`src/rtl/vec_center_lift_if.sv`:
```
// Handshake bundle for vec_center_lift.
// Input side: in_valid/in_ready with an N x W residue vector.
// Output side: out_valid/out_ready with an N x WW centered signed vector and an error flag.
// Modports: slave is the lifter, master is the surrounding producer/consumer.
interface vec_center_lift_if #(
    parameter int N  = 8,
    parameter int W  = 8,
    parameter int WW = 16
);
    logic                   in_valid;
    logic                   in_ready;
    logic [N-1:0][W-1:0]    in_vec;
    logic                   out_valid;
    logic                   out_ready;
    logic [N-1:0][WW-1:0]   out_vec;
    logic                   out_err;

    modport slave (
        input  in_valid, in_vec, out_ready,
        output in_ready, out_valid, out_vec, out_err
    );

    modport master (
        output in_valid, in_vec, out_ready,
        input  in_ready, out_valid, out_vec, out_err
    );
endinterface

```
`src/rtl/vec_center_lift.sv`:
```
// Centered lift of a vector of mod-Q residues into signed WW-bit values in
// (-Q/2, Q/2]. LANES slots are lifted per cycle over K = ceil(N/LANES) cycles.
// Ports:
//   clk    - clock, rising edge
//   rst_n  - asynchronous active-low reset; aborts any vector in flight
//   bus    - slave side of vec_center_lift_if (in/out valid-ready, vectors, error flag)
//   busy   - high while a vector is being processed or held for output
module vec_center_lift #(
    parameter int N     = 8,
    parameter int W     = 8,
    parameter int WW    = 2 * W,
    parameter int Q     = 17,
    parameter int LANES = 4
) (
    input  logic                    clk,
    input  logic                    rst_n,
    vec_center_lift_if.slave        bus,
    output logic                    busy
);
    localparam int K     = (N + LANES - 1) / LANES;
    localparam int CNT_W = $clog2(K + 1);

    localparam logic [W-1:0]     Q_W    = W'(Q);
    localparam logic [W-1:0]     HALF_W = W'(Q / 2);
    localparam logic [WW-1:0]    Q_WW   = WW'(Q);
    localparam logic [CNT_W-1:0] K_CNT  = CNT_W'(K);

    typedef enum logic [1:0] {IDLE, RUN, DONE} state_t;

    state_t                     state_reg, state_next;
    logic [CNT_W-1:0]           cnt_reg;
    logic [N-1:0][W-1:0]        in_vec_reg;
    logic [N-1:0][WW-1:0]       out_vec_reg;
    logic                       err_reg;

    // Lift results are registered before being scattered into out_vec, so the
    // compare/subtract path and the wide write-back mux sit in separate cycles.
    logic [LANES-1:0][WW-1:0]   lift_reg;
    logic [CNT_W-1:0]           lift_chunk_reg;
    logic                       lift_valid_reg;

    logic [LANES-1:0][WW-1:0]   lane_val;
    logic [LANES-1:0]           lane_err;

    logic accept;
    logic issue;
    logic drained;

    assign accept  = (state_reg == IDLE) && bus.in_valid;
    assign issue   = (state_reg == RUN) && (cnt_reg < K_CNT);
    // Counter reaches K once the last chunk is in the lift register; that
    // chunk lands in out_vec on the same edge that enters DONE.
    assign drained = (state_reg == RUN) && (cnt_reg == K_CNT);

    assign bus.in_ready  = (state_reg == IDLE);
    assign bus.out_valid = (state_reg == DONE);
    assign bus.out_vec   = out_vec_reg;
    assign bus.out_err   = err_reg;
    assign busy          = (state_reg != IDLE);

    always_ff @(posedge clk or negedge rst_n) begin
        if (!rst_n) begin
            state_reg <= IDLE;
        end else begin
            state_reg <= state_next;
        end
    end

    always_comb begin
        state_next = state_reg;
        case (state_reg)
            IDLE:    if (accept)        state_next = RUN;
            RUN:     if (drained)       state_next = DONE;
            DONE:    if (bus.out_ready) state_next = IDLE;
            default:                    state_next = IDLE;
        endcase
    end

    // Per-lane lifter. Lane gi of chunk c handles slot c*LANES+gi; lanes past
    // the end of a partial last chunk see zero, which lifts to zero without error.
    for (genvar gi = 0; gi < LANES; gi++) begin : g_lane
        logic [W-1:0]  x;
        logic [WW-1:0] val;
        logic          err;

        always_comb begin
            x = '0;
            for (int c = 0; c < K; c++) begin
                if (((c * LANES + gi) < N) && (cnt_reg == CNT_W'(c))) begin
                    x = in_vec_reg[(c * LANES + gi) % N];
                end
            end
        end

        always_comb begin
            err = 1'b0;
            val = '0;
            if (x >= Q_W) begin
                err = 1'b1;
            end else if (x <= HALF_W) begin
                // Even Q: x == Q/2 stays positive.
                val = {{(WW - W){1'b0}}, x};
            end else begin
                val = {{(WW - W){1'b0}}, x} - Q_WW;
            end
        end

        assign lane_val[gi] = val;
        assign lane_err[gi] = err;
    end

    always_ff @(posedge clk or negedge rst_n) begin
        if (!rst_n) begin
            cnt_reg    <= '0;
            in_vec_reg <= '0;
        end else if (accept) begin
            cnt_reg    <= '0;
            in_vec_reg <= bus.in_vec;
        end else if (issue) begin
            cnt_reg    <= cnt_reg + 1'b1;
        end
    end

    always_ff @(posedge clk or negedge rst_n) begin
        if (!rst_n) begin
            lift_reg       <= '0;
            lift_chunk_reg <= '0;
            lift_valid_reg <= 1'b0;
            err_reg        <= 1'b0;
        end else begin
            lift_valid_reg <= issue;
            if (accept) begin
                err_reg <= 1'b0;
            end
            if (issue) begin
                lift_reg       <= lane_val;
                lift_chunk_reg <= cnt_reg;
                if (|lane_err) begin
                    err_reg <= 1'b1;
                end
            end
        end
    end

    // Scatter the registered chunk into its slots; untouched slots keep their value.
    always_ff @(posedge clk or negedge rst_n) begin
        if (!rst_n) begin
            out_vec_reg <= '0;
        end else if (lift_valid_reg) begin
            for (int i = 0; i < N; i++) begin
                if (lift_chunk_reg == CNT_W'(i / LANES)) begin
                    out_vec_reg[i] <= lift_reg[i % LANES];
                end
            end
        end
    end
endmodule

```
`src/flat_wrapper.sv`:
```
// flat-port wrapper written by rule: the top's interface ports become plain ports
module vec_center_lift_flat 
#(
    parameter int N     = 8,
    parameter int W     = 8,
    parameter int WW    = 2 * W,
    parameter int Q     = 17,
    parameter int LANES = 4
)
  (clk, rst_n, busy, bus_in_valid, bus_in_vec, bus_out_ready, bus_in_ready, bus_out_valid, bus_out_vec, bus_out_err);
  vec_center_lift_if #(.N(N), .W(W), .WW(WW)) bus_i ();
  input  logic clk;
  input  logic rst_n;
  output logic busy;
  input wire logic [$bits(bus_i.in_valid)-1:0] bus_in_valid;
  input wire logic [$bits(bus_i.in_vec)-1:0] bus_in_vec;
  input wire logic [$bits(bus_i.out_ready)-1:0] bus_out_ready;
  output wire logic [$bits(bus_i.in_ready)-1:0] bus_in_ready;
  output wire logic [$bits(bus_i.out_valid)-1:0] bus_out_valid;
  output wire logic [$bits(bus_i.out_vec)-1:0] bus_out_vec;
  output wire logic [$bits(bus_i.out_err)-1:0] bus_out_err;
  assign bus_i.in_valid = bus_in_valid;
  assign bus_i.in_vec = bus_in_vec;
  assign bus_i.out_ready = bus_out_ready;
  assign bus_in_ready = bus_i.in_ready;
  assign bus_out_valid = bus_i.out_valid;
  assign bus_out_vec = bus_i.out_vec;
  assign bus_out_err = bus_i.out_err;
  vec_center_lift #(.N(N), .W(W), .WW(WW), .Q(Q), .LANES(LANES)) u_core (.clk(clk), .rst_n(rst_n), .bus(bus_i), .busy(busy));
endmodule
```
`config.mk`:
```
export PLATFORM = sky130hd
export DESIGN_NAME = vec_center_lift_flat
export DESIGN_NICKNAME = d
export VERILOG_FILES = /design/src/rtl/vec_center_lift_if.sv /design/src/rtl/vec_center_lift.sv /design/src/flat_wrapper.sv
export SDC_FILE = /design/constraint.sdc
export NUM_CORES = 1
export LEC_CHECK = 0
export CORE_MARGIN = 3
export CORE_UTILIZATION = 42
export DETAILED_ROUTE_END_ITERATION = 12
export PLACE_DENSITY_LB_ADDON = 0.05
export SYNTH_ARGS = -nofsm -noshare
export SYNTH_HDL_FRONTEND = slang
export SYNTH_SLANG_ARGS = --single-unit
```
`constraint.sdc`:
```
create_clock -name clk -period 3.35 [get_ports clk]
set_input_delay 0.5025 -clock clk [delete_from_list [all_inputs] [get_ports clk]]
set_output_delay 0.5025 -clock clk [all_outputs]
set_load 0.05 [all_outputs]
```
## Word level (Yosys, flattened, before mapping)

Index checks and enable logic that the tools add are counted.

| cells by class | value |
|---|---|
| $add $sub $neg | 5 |
| magnitude comparators | 9 |
| eq/ne operators | 8 |
| muxes and demuxes | 29 |
| reduce and logical (&&, ||, !) cells | 12 |

Operators with widths:

| kind | count |
|---|---|
| 2-to-1 mux 16 bit | 8 |
| 2-to-1 mux 8 bit | 8 |
| subtractor 8 x 5 -> 9 bit (second input constant) | 4 |
| greater-or-equal comparator 8 x 5 -> 1 bit (second input constant) | 4 |
| less-or-equal comparator 8 x 4 -> 1 bit (second input constant) | 4 |
| 2-to-1 mux 2 bit | 5 |
| 2-to-1 mux 1 bit | 7 |
| equality test 2 x 1 -> 1 bit (second input constant) | 3 |
| zero test 2 bit | 3 |
| one-hot mux 2 bit (3 select lines) | 1 |
| equality test 2 bit (second input constant) | 2 |
| != test 2 x 1 -> 1 bit (second input constant) | 2 |
| AND reduction 2 bit | 2 |
| nonzero test 2 bit | 2 |
| OR reduction 4 bit | 1 |
| logical AND 1 bit | 3 |
| AND reduction 3 bit | 1 |
| adder 2 x 1 -> 2 bit (second input constant) | 1 |
| < comparator 2 bit (second input constant) | 1 |
| != test 2 bit (second input constant) | 1 |

| storage, ports and cells | value |
|---|---|
| register bits after elaboration | 264 |
| bits of input ports | 68 |
| output and inout port bits | 132 |
| logic and storage cells | 88 |

## Logic depth before layout (Yosys ltp)

| depth | value |
|---|---|
| depth in word-level cells | 8 |
| gate-level depth with buffers | 14 |
| gate-level depth less buffers | 12 |

## Worst setup path before layout

OpenSTA, ideal clock, no wires.

| timing | value |
|---|---|
| path type | reg2reg |
| from | reg u_core.cnt_reg[1] |
| to | reg u_core.lift_reg[30] in the netlist's numbering |
| setup time | 0.067 ns |
| data arrival time | 2.757 ns |
| data required time | 3.283 ns |
| setup slack | 0.526 ns |
| cell stages (with the launch flop) | 14 |
| path buffers | 4 |
| period minus slack after synthesis | 2.824 ns |
| cell sequence | dfrtp_1 > inv_1 > ha_1 > buf_6 > buf_2 > buf_2 > buf_2 > a22oi_1 > inv_1 > ha_1 > o31ai_2 > nand3_2 > or4_1 > nand2_1 |

| on the way | value |
|---|---|
| longest elaborated chain between the ends | 6 |
| elaborated cells between the ends (all ways) | 11 |
| those cells by class | add/sub (1); order compare (3); eq/ne (1); mux (4); reduce/logical (2) |

RTL lines:

| item | line | RTL |
|---|---|---|
| from (decl) | vec_center_lift.sv:31 | `logic [CNT_W-1:0] cnt_reg;` |
| from (signal assigned) | vec_center_lift.sv:120 | `cnt_reg <= cnt_reg + 1'b1;` |
| zero test 2 bit | vec_center_lift.sv:89 | `if (((c * LANES + gi) < N) && (cnt_reg == CNT_W'(c))) begin` |
| 2-to-1 mux 8 bit (2 in a row) | vec_center_lift.sv:89 |  |
| subtractor 8 x 5 -> 9 bit or less-or-equal comparator 8 x 4 -> 1 bit (tied branches) | vec_center_lift.sv:104, vec_center_lift.sv:100 |  |
| 2-to-1 mux 16 bit | vec_center_lift.sv:100 | `end else if (x <= HALF_W) begin` |
| 2-to-1 mux 16 bit | vec_center_lift.sv:98 | `if (x >= Q_W) begin` |
| to (signal assigned) | vec_center_lift.sv:136 | `lift_reg <= lane_val;` |
| to (decl) | vec_center_lift.sv:38 | `logic [LANES-1:0][WW-1:0] lift_reg;` |

Several ways; a longest one is shown, not always the timed one.
A chain may end at the register's enable or synchronous reset.

## Worst setup path in the final report

| timing | value |
|---|---|
| from | reg u_core.cnt_reg[1] |
| to | reg u_core.lift_reg[49] in the netlist's numbering |

Same word-level chain as after synthesis.

==> metrics.txt <==
outcome completed; # port buffers 199; Main synth FF type dfrtp_1; clk sinks 180; DIE AREA 21300 µm²; global-route wire length before repair 29700 µm; hold-fix buffer count after cts 0; share of layout cells above drive strength 1 23.6%; Tmin final 2.90 ns; CP Launch Type flop; Inst Count DP 1059; Yosys warning count 0; Nets 897; clk slew on worst S/H paths 0.06 ns; max FFs per register 72; gpl congestion 0.815; setup violators final 0; Area Growth Syn to Fin 28.9%; # IOs 200; largest net degree at the start of global routing 75; WL per Instance 16.8 µm; die height 146 µm; Setup crit end kind flop; Synth Register Bits 180; slowest cell delay on critical path 0.42 ns; Fin Setup TNS 0 ns; H-tree levels 4; DRC 0; RSZ-0062 raised after global routing false; Hold WS 0.0553 ns; initial core utilization 43.3%; maximum clock insertion buffer count 2; CTS tree yes; maximum clock frequency 344 MHz; CP Cell Sequence inv_1, ha_2, buf_4, nor2_1, a21oi_1, ha_1, nand3_1, a211oi_2, mux2_2, o21ai_0; endpoints failing hold 0; number of synthesized flops with an enable pin 0; CTS root buf clkbuf_16; CP required 3.68 ns; vias in the first global route 5590; CTS Buf Count 17; hpwl dp 13400 µm; Routed WL 18300 µm; Final Skew 0.0105 ns; Synth top area share 54.6%; Slew headroom 56.2%; Yosys cell types 58; Inserted Diodes 0; crit share post-route 86.7%; commonest cells after routing, fill and taps aside 198 x clkdlybuf4s50_1, 180 x dfrtp_1, 137 x mux2_2; R2R Setup Slk 0.45 ns; Vias 5580; Final Max Tran Viols 0; gr ovfl total 0; initial antenna violation count 0; fill count 1678; most common cell after layout, fill and taps aside clkdlybuf4s50_1; Slew @ Worst Pin 0.650 ns; FFs w/ async S/R, synth 100%; FF/Latch Area 4500 µm²; crit path max fanout 32; non-filler cells, final 1089; total core area 19000 µm²; leading area contributor after synthesis dfrtp_1; syn avg cell area 12.2 µm²; Area contributors post-synth dfrtp_1 55%, mux2_2 19%, buf_4 5.1%, nand2_1 2.9%, o21ai_0 1.7%; Synth Instances 676; drt first pass iters 5; Crit-path slowest cell a211oi_2; area of the multi-input gates 3140 µm²; Row Count 50; CP arrival 3.24 ns; Final ANT Viol Nets 0; Crit Path Class flop to flop; Mapped Area 8240 µm²; Clk Latency, worst-skew pair 0.42 ns; GRT Resource Usage Total 17.2%; sequential area share after synthesis 54.6%; vias per inst 5.12; Hold Path Class input pin to async pin; max cap viols 0; initial drt markers 271; Die X 146 µm; net count after synthesis 755
worst paths after layout:
kind / start / end / depth (start not counted)
hold / removal: rst_n / u_core.bus.out_vec[14]$_DFFE_PN0P_ / 1
setup / recovery: u_core.cnt_reg[1]$_DFFE_PN0P_ / u_core.lift_reg[49]$_DFFE_PN0P_ / 10
setup reg to reg: u_core.cnt_reg[1]$_DFFE_PN0P_ / u_core.lift_reg[49]$_DFFE_PN0P_ / 10
min in group clk: u_core.state_reg[1]$_DFFE_PN0P_ / u_core.state_reg[0]$_DFFE_PN0P_ / 1
max in group asynchronous: rst_n / u_core.bus.out_vec[52]$_DFFE_PN0P_ / 2
hold reg to reg: u_core.state_reg[1]$_DFFE_PN0P_ / u_core.state_reg[0]$_DFFE_PN0P_ / 1
through the flow:
step                area [µm²]  setup slack, ns  util, %
global placement         10100            0.295     53.1
detailed placement       10100            0.126     53.1
CTS                      10600           0.0943     55.9
floorplan                 8240            0.526        -
finish                   10600            0.446     55.9
global route             10600            0.154     55.9
timing repair:
item / CTS / global route
gates resized for setup: 0 / 1
endpoints found under the setup margin: 0 / 2
setup buffers: 0 / 0
kinds of logic (layout without fill, tap and decap cells):
group | Yosys count | in the layout | share of synthesized area [%]
and+or+nand+nor | 129 | 129 | 7.42
AOI/OAI and AO/OA | 111 | 111 | 8.92
muxes | 140 | 140 | 19.2
buffers and inverters | 99 | 252 | 7.56
xor gates and xnor gates | 6 | 6 | 0.637
adders and majority gates | 11 | 11 | 1.67
DFF | 180 | 180 | 54.6
Yosys cell counts, types with 4 or more instances:
cell	number
o21a_1	5
inv_1	14
a21oi_1	15
ha_1	11
buf_4	56
xnor2_1	5
and2_1	4
or3_1	4
mux2_2	137
buf_6	4
dfrtp_1	180
nand2_1	64
buf_1	6
clkbuf_1	10
a21o_1	4
a22oi_1	9
a22o_1	6
o21ai_1	17
o21ai_0	28
buf_2	9
nor2_1	26
nand3_1	4
nor3_1	5
nand3b_1	4
layer usage:
metal	GRT usage, %	vias up	wire [µm]
li1	-	2589	-
met1	23.9	2739	8380
met2	27.5	236	8410
met3	4.16	16	1330
met4	4.42	0	190
met5	0	-	0
final cells by class:
cell class                 count  share of cell area, %
multi-input combinational    397                   29.5
inverter                      14                  0.494
timing repair buffer         208                   19.6
sequential                   180                   42.4
clock inverter                11                  0.753
clock buffer                  19                   4.17
tap                          260                   3.06
worst max-delay path: cells and delay by family (launching register included):
family | cells | cell delay (ns)
AOI/OAI and AO/OA | 3 | 0.84
adders and majority gates | 2 | 0.54
buffers and inverters | 2 | 0.45
DFF | 1 | 0.39
muxes | 1 | 0.39
and+or+nand+nor | 2 | 0.21
Power is left out: the tool's default activity adds up to more than one toggle a clock period on the data nets, which glitch-free logic cannot reach.
